==> config.mk <==
export PLATFORM = sky130hd
export DESIGN_NAME = instr_fetch_flat
export DESIGN_NICKNAME = d
export VERILOG_FILES = /design/src/rtl/instr_fetch_pkg.sv /design/src/rtl/instr_fetch_if.sv /design/src/rtl/if_queue.sv /design/src/rtl/instr_fetch.sv /design/src/flat_wrapper.sv
export SDC_FILE = /design/constraint.sdc
export NUM_CORES = 1
export LEC_CHECK = 0
export ABC_AREA = 1
export BUFFER_PORTS_ARGS = -buffer_cell sky130_fd_sc_hd__buf_2
export CORE_ASPECT_RATIO = 1.25
export CORE_MARGIN = 5
export CORE_UTILIZATION = 63
export CTS_CLUSTER_DIAMETER = 150
export CTS_CLUSTER_SIZE = 16
export DETAILED_ROUTE_END_ITERATION = 10
export PLACE_DENSITY_LB_ADDON = 0.08
export SYNTH_ARGS = -nofsm -noshare
export SYNTH_HDL_FRONTEND = slang
export SYNTH_SLANG_ARGS = --single-unit
export TNS_END_PERCENT = 5
==> constraint.sdc <==
create_clock -name clk -period 3.8 [get_ports clk]
set_input_delay 0.76 -clock clk [delete_from_list [all_inputs] [get_ports clk]]
set_output_delay 0.76 -clock clk [all_outputs]
set_load 0.05 [all_outputs]
==> src/rtl/instr_fetch_pkg.sv <==
// rtl/instr_fetch_pkg.sv - shared types and constants for the instruction fetch unit
// Purpose: R-type opcode, default memory size, instruction field layout,
//          fetch FSM encoding and an opcode extraction helper.
// Ports:   none (package).
package instr_fetch_pkg;

  localparam logic [5:0] Rtype_op = 6'b000100;

  localparam int INSTR_MEM_SIZE_DEFAULT = 128;

  localparam int OPCODE_MSB = 31;
  localparam int OPCODE_LSB = 26;

  // Field layout: opcode [31:26], Rs [25:21], Rt [20:16], Rd [15:11],
  // Shamt [10:6], Funct [5:0].
  typedef struct packed {
    logic [5:0] opcode;
    logic [4:0] rs;
    logic [4:0] rt;
    logic [4:0] rd;
    logic [4:0] shamt;
    logic [5:0] funct;
  } instr_fields_t;

  typedef enum logic {
    RUN  = 1'b0,
    HALT = 1'b1
  } fetch_state_t;

  function automatic logic [5:0] get_opcode(input logic [31:0] word);
    return word[OPCODE_MSB:OPCODE_LSB];
  endfunction

endpackage

==> src/rtl/instr_fetch_if.sv <==
// rtl/instr_fetch_if.sv - instruction memory bus plus decoder handshake
// Purpose: bundles the fetch-side memory bus and the decoder valid/ready stream.
// Signals: InstrAddr/Instr (memory), InstrOut/InstrPC/InstrValid/InstrReady (decoder).
// Modports: master = fetch unit, slave = memory + decoder side.
interface instr_fetch_if;
  logic [31:0] InstrAddr;
  logic [31:0] Instr;
  logic [31:0] InstrOut;
  logic [31:0] InstrPC;
  logic        InstrValid;
  logic        InstrReady;

  modport master (
    output InstrAddr,
    input  Instr,
    output InstrOut,
    output InstrPC,
    output InstrValid,
    input  InstrReady
  );

  modport slave (
    input  InstrAddr,
    output Instr,
    input  InstrOut,
    input  InstrPC,
    input  InstrValid,
    output InstrReady
  );
endinterface

==> src/rtl/if_queue.sv <==
// rtl/if_queue.sv - prefetch FIFO of {PC, Instr} entries
// Purpose: synchronous FIFO, DEPTH entries (power of two, >= 2), 64-bit wide.
// Ports: clk, rst_n (async active-low), push, pop, flush, wdata[63:0],
//        rdata[63:0] (head entry, read combinationally), count.
module if_queue #(
  parameter int DEPTH = 4
) (
  input  logic                       clk,
  input  logic                       rst_n,
  input  logic                       push,
  input  logic                       pop,
  input  logic                       flush,
  input  logic [63:0]                wdata,
  output logic [63:0]                rdata,
  output logic [$clog2(DEPTH):0]     count
);
  localparam int AW = $clog2(DEPTH);

  logic [63:0]   mem [DEPTH];
  logic [AW-1:0] head;
  logic [AW-1:0] tail;

  assign rdata = mem[head];

  // Storage is reset too so the head word reads as zero right after reset.
  // Pointers wrap naturally because DEPTH is a power of two.
  always_ff @(posedge clk or negedge rst_n) begin
    if (!rst_n) begin
      head  <= '0;
      tail  <= '0;
      count <= '0;
      for (int i = 0; i < DEPTH; i++) begin
        mem[i] <= '0;
      end
    end else if (flush) begin
      head  <= '0;
      tail  <= '0;
      count <= '0;
    end else begin
      if (push) begin
        mem[tail] <= wdata;
        tail      <= tail + AW'(1);
      end
      if (pop) begin
        head <= head + AW'(1);
      end
      case ({push, pop})
        2'b10:   count <= count + (AW+1)'(1);
        2'b01:   count <= count - (AW+1)'(1);
        default: count <= count;
      endcase
    end
  end

endmodule

==> src/rtl/instr_fetch.sv <==
// rtl/instr_fetch.sv - instruction fetch unit with prefetch queue and redirect
// Purpose: drives InstrAddr from the PC, queues fetched words, presents them in
//          program order, handles redirects and halts at the end of memory.
// Ports: clk, rst_n (async active-low); bus (instr_fetch_if.master);
//        Redirect, RedirectAddr[31:0]; Halted, AddrErr (sticky);
//        IllegalOp when IF_RTYPE_CHECK_EN is defined.
// Macro: IF_RTYPE_CHECK_EN adds the IllegalOp output.
module instr_fetch
  import instr_fetch_pkg::*;
#(
  parameter int INSTR_MEM_SIZE = INSTR_MEM_SIZE_DEFAULT,
  parameter int QUEUE_DEPTH    = 4
) (
  input  logic          clk,
  input  logic          rst_n,
  instr_fetch_if.master bus,
  input  logic          Redirect,
  input  logic [31:0]   RedirectAddr,
  output logic          Halted,
  output logic          AddrErr
`ifdef IF_RTYPE_CHECK_EN
  ,
  output logic          IllegalOp
`endif
);
  localparam int          CW      = $clog2(QUEUE_DEPTH) + 1;
  localparam logic [31:0] MEM_END = 32'(INSTR_MEM_SIZE);

  fetch_state_t state;
  logic [31:0]  pc;
  logic [CW-1:0] count;
  logic [63:0]  head_entry;
  logic         push;
  logic         pop;
  logic         redirect_bad;

  assign bus.InstrAddr  = pc;
  assign bus.InstrValid = (count != '0);
  assign bus.InstrPC    = head_entry[63:32];
  assign bus.InstrOut   = head_entry[31:0];
  assign Halted         = (state == HALT);

  // Redirect wins over both queue ports; a head offered in that cycle is dropped.
  assign pop  = bus.InstrValid && bus.InstrReady && !Redirect;
  // A full queue still accepts a word when the head leaves in the same cycle.
  assign push = (state == RUN) && ((count < CW'(QUEUE_DEPTH)) || pop) && !Redirect;

  assign redirect_bad = (RedirectAddr[1:0] != 2'b00) || (RedirectAddr >= MEM_END);

  always_ff @(posedge clk or negedge rst_n) begin
    if (!rst_n) begin
      state   <= RUN;
      pc      <= '0;
      AddrErr <= 1'b0;
    end else if (Redirect) begin
      if (redirect_bad) begin
        state   <= HALT;
        AddrErr <= 1'b1;
      end else begin
        pc    <= RedirectAddr;
        state <= RUN;
      end
    end else if (push) begin
      // The last word is fetched but PC stays on it so InstrAddr stays in range.
      if (pc + 32'd4 == MEM_END) begin
        state <= HALT;
      end else begin
        pc <= pc + 32'd4;
      end
    end
  end

  if_queue #(
    .DEPTH(QUEUE_DEPTH)
  ) u_queue (
    .clk   (clk),
    .rst_n (rst_n),
    .push  (push),
    .pop   (pop),
    .flush (Redirect),
    .wdata ({pc, bus.Instr}),
    .rdata (head_entry),
    .count (count)
  );

`ifdef IF_RTYPE_CHECK_EN
  assign IllegalOp = bus.InstrValid && (get_opcode(bus.InstrOut) != Rtype_op);
`endif

endmodule

==> src/flat_wrapper.sv <==
// flat-port wrapper written by rule: the top's interface ports become plain ports
module instr_fetch_flat import instr_fetch_pkg::*;
#(
  parameter int INSTR_MEM_SIZE = INSTR_MEM_SIZE_DEFAULT,
  parameter int QUEUE_DEPTH    = 4
)
  (clk, rst_n, Redirect, RedirectAddr, Halted, AddrErr, bus_InstrAddr, bus_Instr, bus_InstrOut, bus_InstrPC, bus_InstrValid, bus_InstrReady);
  instr_fetch_if bus_i ();
  input  logic clk;
  input  logic rst_n;
  input  logic Redirect;
  input  logic [31:0] RedirectAddr;
  output logic Halted;
  output logic AddrErr;
  output wire logic [$bits(bus_i.InstrAddr)-1:0] bus_InstrAddr;
  input wire logic [$bits(bus_i.Instr)-1:0] bus_Instr;
  output wire logic [$bits(bus_i.InstrOut)-1:0] bus_InstrOut;
  output wire logic [$bits(bus_i.InstrPC)-1:0] bus_InstrPC;
  output wire logic [$bits(bus_i.InstrValid)-1:0] bus_InstrValid;
  input wire logic [$bits(bus_i.InstrReady)-1:0] bus_InstrReady;
  assign bus_InstrAddr = bus_i.InstrAddr;
  assign bus_i.Instr = bus_Instr;
  assign bus_InstrOut = bus_i.InstrOut;
  assign bus_InstrPC = bus_i.InstrPC;
  assign bus_InstrValid = bus_i.InstrValid;
  assign bus_i.InstrReady = bus_InstrReady;
  instr_fetch #(.INSTR_MEM_SIZE(INSTR_MEM_SIZE), .QUEUE_DEPTH(QUEUE_DEPTH)) u_core (.clk(clk), .rst_n(rst_n), .bus(bus_i), .Redirect(Redirect), .RedirectAddr(RedirectAddr), .Halted(Halted), .AddrErr(AddrErr));
endmodule
* After elaboration in Yosys (flattened, before gate mapping)
Cells that the tools add are included.
Word-level totals: bits in registers 297, input port bits 68, output and inout port bits 99, logic and storage cells 67
Operators by class: add/subtract/negate cells 5, magnitude comparators 5, eq/ne operators 5, mux-type cells 20, bitwise operators 4, reduce and logical (&&, ||, !) cells 18
Operators with widths (count):
- $bwmux W256 | 1
- $mux W64 | 3
- $bmux W64 S2 | 1
- $demux W64 S2 | 1
- $mux W32 | 4
- $add A32 B3 Y32 const B | 1
- $eq A32 B8 Y1 const B | 1
- $ge A32 B8 Y1 const B | 1
- $mux W2 | 4
- $reduce_bool A2 Y1 | 4
- $ge A3 B3 Y1 const B | 2
- $not A2 Y3 | 2
- $pmux W3 S2 | 1
- $reduce_and A2 Y1 | 3
- $reduce_bool A3 Y1 | 2
- $logic_and A1 B1 Y1 | 5
- $add A2 B1 Y2 const B | 2
- $mux W1 | 4
- $ne A2 B2 Y1 const B | 2
- $add A3 B1 Y3 const B | 1
- $lt A3 B1 Y1 const B | 1
- $lt A3 B3 Y1 const B | 1
- $mux W3 | 1
- $reduce_and A3 Y1 | 1
- 6 further kinds | 8

* Longest topological paths before layout
word-level depth 9, mapped depth 17, gate-level depth less buffers 16

* Hierarchy
From an unflattened synthesis, not the netlist that was laid out.
Second synthesis, totals: cells, all modules 1779, area, all modules 14123.5 sq um
By module, submodules not included:
- if_queue | times used 1, cells each 1306, area an instance 11272.1 sq um, seq. area each 6581.3 sq um
- instr_fetch | times used 1, cells each 473, area an instance 2851.5 sq um, seq. area each 850.8 sq um

* Worst setup path before layout
Ideal clock, no wire load.
kind register -> output, start point reg u_core.u_queue.head[0], end point out bus_InstrPC[21], arrival time 1992 ps, data required time 3040 ps, path slack 1048 ps, cell stages (with the launch flop) 6, buffers on the path 3, cell sequence dfrtp_1 clkbuf_1 clkbuf_1 clkbuf_1 nor2_1 o22ai_1
Between the ends: cells in the longest elaborated chain, start to end 4
RTL lines:
- from (decl) | RTL line if_queue.sv:20 | logic [AW-1:0] head;
- from (signal assigned) | RTL line if_queue.sv:45 | head <= head + AW'(1);
- $not A2 Y3 (not written as such) | RTL line if_queue.sv:23 | assign rdata = mem[head];
- $bmux W64 S2 | RTL line if_queue.sv:23
- $mux W64 (not written as such) (2 in a row) | RTL line if_queue.sv:23
- to (decl) | RTL line flat_wrapper.sv:18 | output wire logic [$bits(bus_i.InstrPC)-1:0] bus_InstrPC;
Every way passes these cells. The select of a mux whose other input is x is not followed.

* Worst setup path after layout
start point reg u_core.u_queue.head[1], end point out bus_InstrPC[11]
Same word-level chain as after synthesis.

==> summary.txt <==
Critical path
  • Beginning of the critical path: u_core.u_queue.head[1]
  • Critical path data arrival time: 2.58 ns
  • CP Max Fanout: 42
  • Worst Path Required: 3.04 ns
  • Launch instance of the worst register-to-register path: u_core.bus.InstrAddr[3]
  • Crit-path cells: inv_2 -> buf_4 -> o21ai_0 -> o22ai_1 -> buf_2
  • Highest-delay cell along the critical path: dfrtp_2
  • Worst-case reg-to-reg path depth: 14
  • Kind of start point of the critical path: register
  • Sort of element at the end of the critical path: output port
  • Worst setup path category: register to output port
  • Crit-path max cell delay: 0.73 ns

Clock network
  • Latest clock arrival within the worst-skew pair: 0.52 ns
  • Number of hold buffers added after cts: 0
  • CTS H-tree depth: 1
  • CTS max path bufs: 3
  • CTS Root Buffer Type: clkbuf_16
  • Count of buffers added by post-CTS timing repair for setup: 0
  • Clock edge transition at the registers on the reported setup and hold paths: 0.07 ns
  • CTS tree: done
  • Cells resized by post-CTS repair: 0
  • Total clock sinks: 297
  • TritonCTS Buffers: 22

STA
  • Setup TNS Final: 0 ns
  • Share of the cycle needed by the critical path after routing: 87.8%
  • Max-slew violation total from the final report: 0
  • Count of endpoints failing setup in the final report: 0
  • FMAX: 0.300 GHz
  • Minimum setup slack in the final design: 0.463 ns
  • Actual transition at the worst max-transition pin: 0.874 ns
  • Final hold violations: 0
  • Rel. slew slack: 41.8%
  • Clock period minus final worst setup slack: 3.34 ns
  • RSZ-0062 raised after global routing: no
  • Clock Skew: 0.0101 ns

Synth
  • Most instantiated library cell after synthesis: nor2_1
  • Commonest cells in the synthesized netlist: 310 x nor2_1, 297 x dfrtp_1, 193 x nand2_1, 145 x o21ai_0, 144 x mux2_2
  • Synthesized instance count: 1553
  • Number of different library cells in the post-synthesis netlist: 33
  • Top area cells in the synthesized netlist: dfrtp_1 52%, mux2_2 11%, nor2_1 8.2%
  • Cell area after synthesis: 0.0142 mm^2
  • Share of the synthesized area in the top cell type: 52.3%
  • Synth warn: 0
  • Flops & latches, synth: 297
  • Synth area leader: dfrtp_1
  • Number of enable-type register cells in the synthesized netlist: 0
  • Async set or reset register ratio after synthesis: 100%
  • Top flip-flop cell by instance count after synthesis: dfrtp_1
  • Synthesized netlist net count: 1627
  • Syn_area_per_cell: 9.15 um^2
  • Sequential cell area fraction in the yosys report: 52.3%

Die
  • Starting Density: 64.0%
  • Core box area: 0.0222 mm^2
  • Number of ports placed on the die boundary: 167
  • Floorplan die height: 178 um
  • Die width: 144 um
  • Total number of placement rows: 61
  • Die ar.: 0.0257 mm^2

Global route
  • Largest net degree at the start of global routing: 129
  • GR peak layer: met2
  • Met3 demand-to-capacity share in global routing: 3.64%
  • Met1 demand-to-capacity share in global routing: 37.6%
  • Global-route track usage on met2: 48.9%
  • First-pass GRT wire length: 59100 um
  • Number of antenna violations at the first check in global routing: 0
  • Vias in the first global route: 11300
  • Global route total overflow: 0
  • Total global-route track usage: 28.7%

Routing
  • Final wirelength: 36600 um
  • Vias per std cell: 5.90
  • Total number of vias: 11500
  • Post-route ant nets: 0
  • Violation count after the first detailed-routing iteration: 709
  • Length of the first detailed-routing pass in iterations: 5
  • Residual DRC: 0
  • Wire length per cell after detailed routing: 18.8 um

Layout
  • Total number of nets in the final design: 1737
  • Area Growth Syn to Fin: 10.9%
  • Ratio of cells with drive above 1 in the final layout: 23.2%
  • Total inserted antenna cells: 0
  • Fillers: 1745

Power
  • Cell leakage power: 7.51 nW
  • Total power divided by cell area: 880 mW/mm^2
  • Maximum ir drop on the vdd rail: 0.714 mV

Place
  • Pre-CTS WS: 0.559 ns
  • Count of port buffers added during placement: 166
  • Estimated wirelength of the detail-placed design: 23500 um
  • GPL Wtd Cong: 0.985

Run status
  • Status: finished clean

Worst hold path
  • Class of the worst hold path: input pin to asynchronous set/reset pin

Job
  • Number of max-cap violations: 0
==> cell families (layout without fill, tap and decap cells) <==
| group | count (synthesis) | after routing | share of synthesized area [%] |
|---|---|---|---|
| AO/OA/AOI/OAI | 345 | 345 | 12.9 |
| XOR/XNOR | 8 | 8 | 0.493 |
| adder cells (fa/ha/maj) | 6 | 6 | 0.581 |
| buffers and inverters | 157 | 268 | 5.11 |
| flip-flops | 297 | 297 | 52.3 |
| multiplexers | 144 | 144 | 11.4 |
| AND/OR/NAND/NOR | 596 | 596 | 17.2 |
==> cell usage in the layout (no fill, tap or decap), types with 6 or more instances in the layout <==
cell       synthesis  final
a31oi_1           17     17
o22ai_1           65     65
xor2_1             6      6
inv_1             54     53
buf_4             15     12
mux2_2           144    144
clkbuf_16          0     22
nor2_4             4      8
nor2_1           310    306
a21oi_1          115    115
nor2_2             8      8
dfrtp_1          297    295
nand3_1           58     58
nand2_1          193    193
buf_2             28    165
buf_12             0      8
o21ai_0          145    145
==> report_power, final <==
part | switching (W) | total, W | internal, W
combinational | 0.00468 | 0.00653 | 0.00185
sequential | 0.000858 | 0.00525 | 0.00439
clock | 0.00106 | 0.00210 | 0.00104
total | 0.00660 | 0.0139 | 0.00728
==> critical path: cells and delay by family (launching register included) <==
family | cells | cell delay, ns
buf+inv | 3 | 0.87
flops | 1 | 0.73
compound gates | 2 | 0.43
==> state kept, by name, indices dropped and copies added, names as in the netlist <==
signal                cells
u_core.AddrErr            1
u_core.Halted             1
u_core.bus.InstrAddr     32
u_core.u_queue.count      3
u_core.u_queue.head       2
u_core.u_queue.mem      256
u_core.u_queue.tail       2
==> final timing paths <==
path,slack [ns],end
setup reg to reg,0.68,u_core.bus.InstrAddr[19]
hold reg to reg,0.49,u_core.AddrErr
min in group clk,0.49,u_core.AddrErr
max in group asynchronous,2.59,u_core.u_queue.mem[224]
setup / recovery,0.46,bus_InstrPC[11]
hold / removal,0.25,u_core.u_queue.mem[11]
==> metal layers <==
metal | vias up | part of all wire (%)
li1 | 5446 | -
met1 | 5612 | 40
met2 | 370 | 51
met3 | 68 | 5.8
met4 | 0 | 3.7
met5 | - | 0
==> cell type report <==
cell class,instances,area [um^2],share of cell area (%)
Multi-Input combinational cell,1099,6080,38.6
Inverter,57,215,1.37
Clock buffer,23,554,3.52
Timing Repair Buffer,186,1090,6.92
Sequential cell,297,7440,47.2
Tap cell,283,354,2.25
Clock inverter,2,25.0,0.159
==> per-stage QoR <==
stage / instance area, um^2 / utilization [%] / std cells / total power [W] / hold WS, ns
2_1_floorplan: 14200 / - / 1553 / 0.0100 / 0.464
3_3_place_gp: 15200 / 68.4 / 1922 / 0.0117 / 0.451
3_5_place_dp: 15200 / 68.4 / 1922 / 0.0118 / 0.464
4_1_cts: 15800 / 71.0 / 1947 / 0.0139 / 0.289
5_1_grt: 15800 / 71.0 / 1947 / 0.0147 / 0.314
6_report: 15800 / 71.0 / 1947 / 0.0139 / 0.255
(Power assumes the default switching activity.)
